$ cat config.mk
export PLATFORM = sky130hd
export DESIGN_NAME = alu_operand_regfile
export DESIGN_NICKNAME = d
export VERILOG_FILES = /design/src/rtl/alu_operand_regfile.sv
export SDC_FILE = /design/constraint.sdc
export NUM_CORES = 2
export LEC_CHECK = 0
export ABC_AREA = 0
export BUFFER_PORTS_ARGS = -buffer_cell sky130_fd_sc_hd__buf_2
export CAP_MARGIN = 20
export CORE_MARGIN = 5
export CORE_UTILIZATION = 28
export DETAILED_ROUTE_END_ITERATION = 10
export SYNTH_ARGS = -nofsm -noshare
export SYNTH_HDL_FRONTEND = slang
export SYNTH_SLANG_ARGS = --single-unit
export TNS_END_PERCENT = 30
$ cat constraint.sdc
create_clock -name clock -period 5.15 [get_ports clock]
set_clock_uncertainty 0.2 [all_clocks]
set_input_delay 1.545 -clock clock [delete_from_list [all_inputs] [get_ports clock]]
set_output_delay 1.545 -clock clock [all_outputs]
set_load 0.03 [all_outputs]
$ cat src/rtl/alu_operand_regfile.sv
// alu_operand_regfile
//    Register file and flag register that sit directly in front of the 64-bit
//    ALU. Two read ports deliver registered operands, one write-back port
//    updates the array, and a 4-bit status register captures ALU flags.
//    Register ZERO_REG always reads as zero and discards writes.
//    Same-edge write-to-read forwarding makes a write visible to a read of the
//    same register at the same edge, so reads never return stale data.
//
// Ports
//    clock       single clock, all state changes on the rising edge
//    reset       synchronous, active-high; clears array, operands and flags
//    sa, sb      read addresses for operand A / operand B
//    da          write-back destination address
//    w_en        write enable for d_in into register da
//    d_in        write-back data
//    status_in   ALU status bits (opaque)
//    status_ld   load status_in into status_out
//    a_out       registered operand A (1-cycle read latency)
//    b_out       registered operand B (1-cycle read latency)
//    status_out  latched flags

module alu_operand_regfile #(
   parameter int DATA_WIDTH = 64,
   parameter int ADDR_WIDTH = 5,
   parameter int ZERO_REG   = 31
) (
   input  logic                  clock,
   input  logic                  reset,
   input  logic [ADDR_WIDTH-1:0] sa,
   input  logic [ADDR_WIDTH-1:0] sb,
   input  logic [ADDR_WIDTH-1:0] da,
   input  logic                  w_en,
   input  logic [DATA_WIDTH-1:0] d_in,
   input  logic [3:0]            status_in,
   input  logic                  status_ld,
   output logic [DATA_WIDTH-1:0] a_out,
   output logic [DATA_WIDTH-1:0] b_out,
   output logic [3:0]            status_out
);

   localparam int NUM_REGS = 2 ** ADDR_WIDTH;
   localparam logic [ADDR_WIDTH-1:0] ZERO_ADDR = ADDR_WIDTH'(ZERO_REG);

   logic [DATA_WIDTH-1:0] regs [NUM_REGS];
   logic [DATA_WIDTH-1:0] rd_a;
   logic [DATA_WIDTH-1:0] rd_b;
   logic                  wr_ok;

   assign wr_ok = w_en && (da != ZERO_ADDR);

   // Read muxes: zero register first, then same-edge forwarding, then array.
   // Forwarding uses wr_ok, so a write to the zero register never leaks out.
   always_comb begin
      rd_a = regs[sa];
      if (sa == ZERO_ADDR)
         rd_a = '0;
      else if (wr_ok && (da == sa))
         rd_a = d_in;
   end

   always_comb begin
      rd_b = regs[sb];
      if (sb == ZERO_ADDR)
         rd_b = '0;
      else if (wr_ok && (da == sb))
         rd_b = d_in;
   end

   always_ff @(posedge clock) begin
      if (reset) begin
         for (int i = 0; i < NUM_REGS; i++)
            regs[i] <= '0;
         a_out      <= '0;
         b_out      <= '0;
         status_out <= '0;
      end else begin
         if (wr_ok)
            regs[da] <= d_in;
         a_out <= rd_a;
         b_out <= rd_b;
         if (status_ld)
            status_out <= status_in;
      end
   end

endmodule

## Word-level counts from Yosys, hierarchy flattened

Memories as Yosys holds them, arrays and structs flattened. A register that Yosys moved wholly into a read port is not among the register bits.
Index checks and enable logic that the tools add are counted.

| operators by class | value |
|---|---|
| multipliers | 0 |
| divide/modulo/power cells | 0 |
| bitwise operators | 0 |
| muxes and demuxes | 8 |
| equal/unequal tests | 3 |
| reduce and logical (&&, ||, !) cells | 4 |
| magnitude comparators | 0 |
| add/sub/neg operators | 0 |
| shifts and indexed selects | 0 |

Operators with widths:

| cell | count |
|---|---|
| $mux W64 | 1 |
| $reduce_or A64 Y1 | 1 |
| $eq A5 B5 Y1 const B | 2 |
| $mux W1 | 6 |
| $mux W5 | 1 |
| $ne A5 B5 Y1 const B | 1 |
| $reduce_or A2 Y1 | 2 |
| $logic_and A1 B1 Y1 | 1 |

| storage, ports and cells | value |
|---|---|
| bits in read-only memories | 0 |
| word-level logic and storage cells | 17 |
| bits of input ports | 87 |
| memories kept | 1 |
| bits in latches | 0 |
| RAM bits | 2048 |
| register bits after elaboration | 4 |
| output and inout port bits | 132 |

Memory list:

| name | words | bits a word | read ports | clocked after memory_dff | wr ports | RTL line | source |
|---|---|---|---|---|---|---|---|
| regs | 32 | 64 | 2 | 2 | 32 | 44 | `logic [DATA_WIDTH-1:0] regs [NUM_REGS];` |

## Longest topological paths before layout

| depth | value |
|---|---|
| depth in word-level cells | 7 |
| depth in mapped cells | 10 |

## Least setup slack after synthesis

OpenSTA, ideal clock, no wires.

| timing path | value |
|---|---|
| path type | input -> register |
| start | input reset |
| end | memory regs[31][0] (enable) |
| buffers on the path | 2 |
| arrival | 3.554 ns |
| path slack | 0.952 ns |
| cell stages on the path | 2 |
| cell sequence | clkbuf_1 -> clkbuf_1 |

RTL lines:

| what | RTL line | source |
|---|---|---|
| start, declared | 28 | `input logic reset,` |
| end, declared | 44 |  |

## Worst setup path in the final report

| timing path | value |
|---|---|
| start | register b_out[30], read port of regs |
| end | output b_out[30] |

RTL lines:

| what | RTL line | source |
|---|---|---|
| start, declared | 37 | `output logic [DATA_WIDTH-1:0] b_out,` |

No word-level cell between the ends.

==> impl_results.md <==
* Cell with the most instances after synthesis: edfxtp_1
* IO Count at 219
* Syn Inst Count at 7193
* CP Class: flop to primary output
* Flops & latches, synth at 2180
* Core area at 0.399 mm²
* Initial core utilization at 0.281
* Post-Route Setup TNS at 0 ns
* Antenna Nets Post-Route at 0
* Power Density at 343 mW/mm²
* CTS Hold Bufs at 0
* Post-synth EDFFs at 2048
* Mapped cell area at 0.112 mm²
* Ys async rst share at 0
* Relative slew slack at 0.304
* Final nets at 7284
* CTS Buf Count at 239
* FMAX at 0.266 GHz
* Lkg Pwr at 44.2 nW
* Wire length per cell at 34.0 µm
* Final min period at 3.76 ns
* Status: finished, final reports clean
* Pin count of the biggest net entering global routing at 75
* Largest fanout on the critical path at 5
* Hpwl dp at 231 mm
* Routed WL at 432 mm
* Reg2Reg Setup Slack at 2.83 ns
* Peak VDD IR at 0.270 mV
* Fin crit share at 0.731
* Worst path bufs/invs at 1
* Max-Cap Viols at 0
* Die X at 642 µm
* Synth area leader: edfxtp_1
* Crit-path cells: buf_2
* Largest stage delay, worst path at 0.70 ns
* Later-pin clock latency in the skew report at 1.01 ns
* Post-CTS Resized at 0
* Synth top area share at 0.549
* Seq/Total Area, Yosys at 0.573
* Detailed-route DRC error count at 0
* Netlist cell types at 45
* Initial antenna violation count at 95
* Final setup violation count at 0
* Vias in the first global route at 72500
* Mean Syn Cell Area at 15.6 µm²
* Area Overhead vs Synth at 15.5%
* CTS root buffer: clkbuf_16
* Critical Path Source Type: flop
* TritonCTS clock tree: built
* DR vias at 71700
* Hold Path Class: flop to flop
* Synth warn at 0
* H-Tree Depth at 4
* Top cells by area, synth: edfxtp_1 (55%), mux4_2 (20%), and2_1 (11%)
* DIE HEIGHT at 642 µm
* Cell at the slowest stage of the critical path: dfxtp_1
* Final Instance Area at 0.129 mm²
* Post-DP Area at 0.121 mm²
* Layout cells sized above 1 at 0.264
* Commonest cells post-synth: edfxtp_1 (2048), and2_1 (1987), mux4_2 (1002)
* CP arrival at 2.02 ns
* Ys flop type: edfxtp_1
* 1st-iter DRT viols at 11500
* Remaining global-route overflow at 0
* First-pass GRT wire length at 591 mm
* Clk sink count at 2180
* Site Rows at 232
* Final Wtd Congestion at 0.810
* Via density at 5.63
* Gr usage total at 0.203
* CP delay by family, top: flip-flops
* RSZ-0062 raised after global routing: no
* Max Transition Viols Final at 0
* Die area at 0.413 mm²
* Port bufs at 218
* DRT Pass-1 Iters at 6
* Final hold violation count at 0
* CP endpoint kind: primary output
* Tightest Pin Transition at 1.04 ns
* Req. time, crit path at 3.41 ns
* Setup Buffers After CTS at 0
* Clock transition at path regs at 0.08 ns
* Maximum clock path buffer count at 4
## area by class of cell
class / count / area (µm²)
antenna: 50 / 125
clock buffer: 318 / 6540
sequential: 2180 / 64100
timing repair buffer: 507 / 5230
multi-input combinational: 4269 / 45100
fill: 38400 / 270000
tap: 5265 / 6590
clock inverter: 132 / 1620
## per-layer routing
| metal | routed length (µm) | track usage | share of wire | vias up |
|---|---|---|---|---|
| met5 | 194 | 0 | 0.00045 | - |
| met1 | 151000 | 0.245 | 0.35 | 37400 |
| met3 | 49100 | 0.0487 | 0.11 | 1249 |
| li1 | - | - | - | 27800 |
| met4 | 26700 | 0.110 | 0.062 | 28 |
| met2 | 205000 | 0.334 | 0.48 | 5184 |
## power by group
group	total [mW]	internal, mW	switching (mW)
Combinational	5.15	2.14	3.01
Clock	18.2	10.6	7.59
Sequential	21.0	20.4	0.633
## kinds of logic after synthesis
family / synth area share
AOI/OAI and AO/OA: 0.0344
muxes: 0.245
xor gates and xnor gates: 0.000782
DFF: 0.573
buffers and inverters: 0.0301
and+or+nand+nor: 0.117
other: 0.0000335
## cells in the final DEF, fill, tap and decap left out, drive strengths merged, types with 3 or more instances in the layout
| master | netlist | routed |
|---|---|---|
| xnor2 | 3 | 3 |
| clkbuf | 574 | 319 |
| edfxtp | 2048 | 2048 |
| nand3b | 7 | 7 |
| inv | 0 | 8 |
| a32o | 64 | 64 |
| o22ai | 64 | 64 |
| xor2 | 7 | 7 |
| mux2i | 469 | 469 |
| nand2b | 6 | 6 |
| nand2 | 24 | 24 |
| diode | 0 | 50 |
| bufinv | 0 | 33 |
| nor2b | 5 | 5 |
| nor3b | 3 | 3 |
| and2 | 1987 | 1987 |
| or2 | 33 | 33 |
| mux4 | 1002 | 1002 |
| buf | 233 | 506 |
| dfxtp | 132 | 132 |
| a21oi | 124 | 124 |
| a211oi | 63 | 63 |
| nand3 | 12 | 12 |
| conb | 1 | 64 |
| clkinv | 0 | 78 |
| a31oi | 3 | 3 |
| o21ai | 177 | 177 |
| clkinvlp | 0 | 13 |
| a22oi | 21 | 21 |
| nor2 | 36 | 36 |
| o221ai | 62 | 62 |
| mux2 | 11 | 11 |
| o211ai | 5 | 5 |
## per-stage QoR
step	cells	worst slack [ns]	hold WS, ns	util	total power, mW
detailed placement	12200	0.710	0.300	0.303	26.5
CTS	12700	1.33	0.323	0.324	44.5
global placement	12200	0.535	0.266	0.303	26.4
global route	12700	1.35	0.342	0.324	45.5
floorplan	7256	0.952	0.434	-	24.3
finish	12700	1.39	0.308	0.324	44.3
## flip-flops by register name, indices dropped and copies added (netlist names)
name	cells
regs	2048
a_out	64
status_out	4
b_out	64
## final timing paths
| check | start | to | cells past startpoint |
|---|---|---|---|
| setup / recovery | b_out[30]$_SDFF_PP0_ | b_out[30] | 1 |
| hold / removal | status_out[2]$_SDFFE_PP0P_ | status_out[2]$_SDFFE_PP0P_ | 2 |
| setup reg to reg | regs[0][36]$_SDFFCE_PN0P_ | a_out[36]$_SDFF_PP0_ | 4 |
| hold reg to reg | status_out[2]$_SDFFE_PP0P_ | status_out[2]$_SDFFE_PP0P_ | 2 |
No activity file was read; power rests on OpenSTA's default activity.
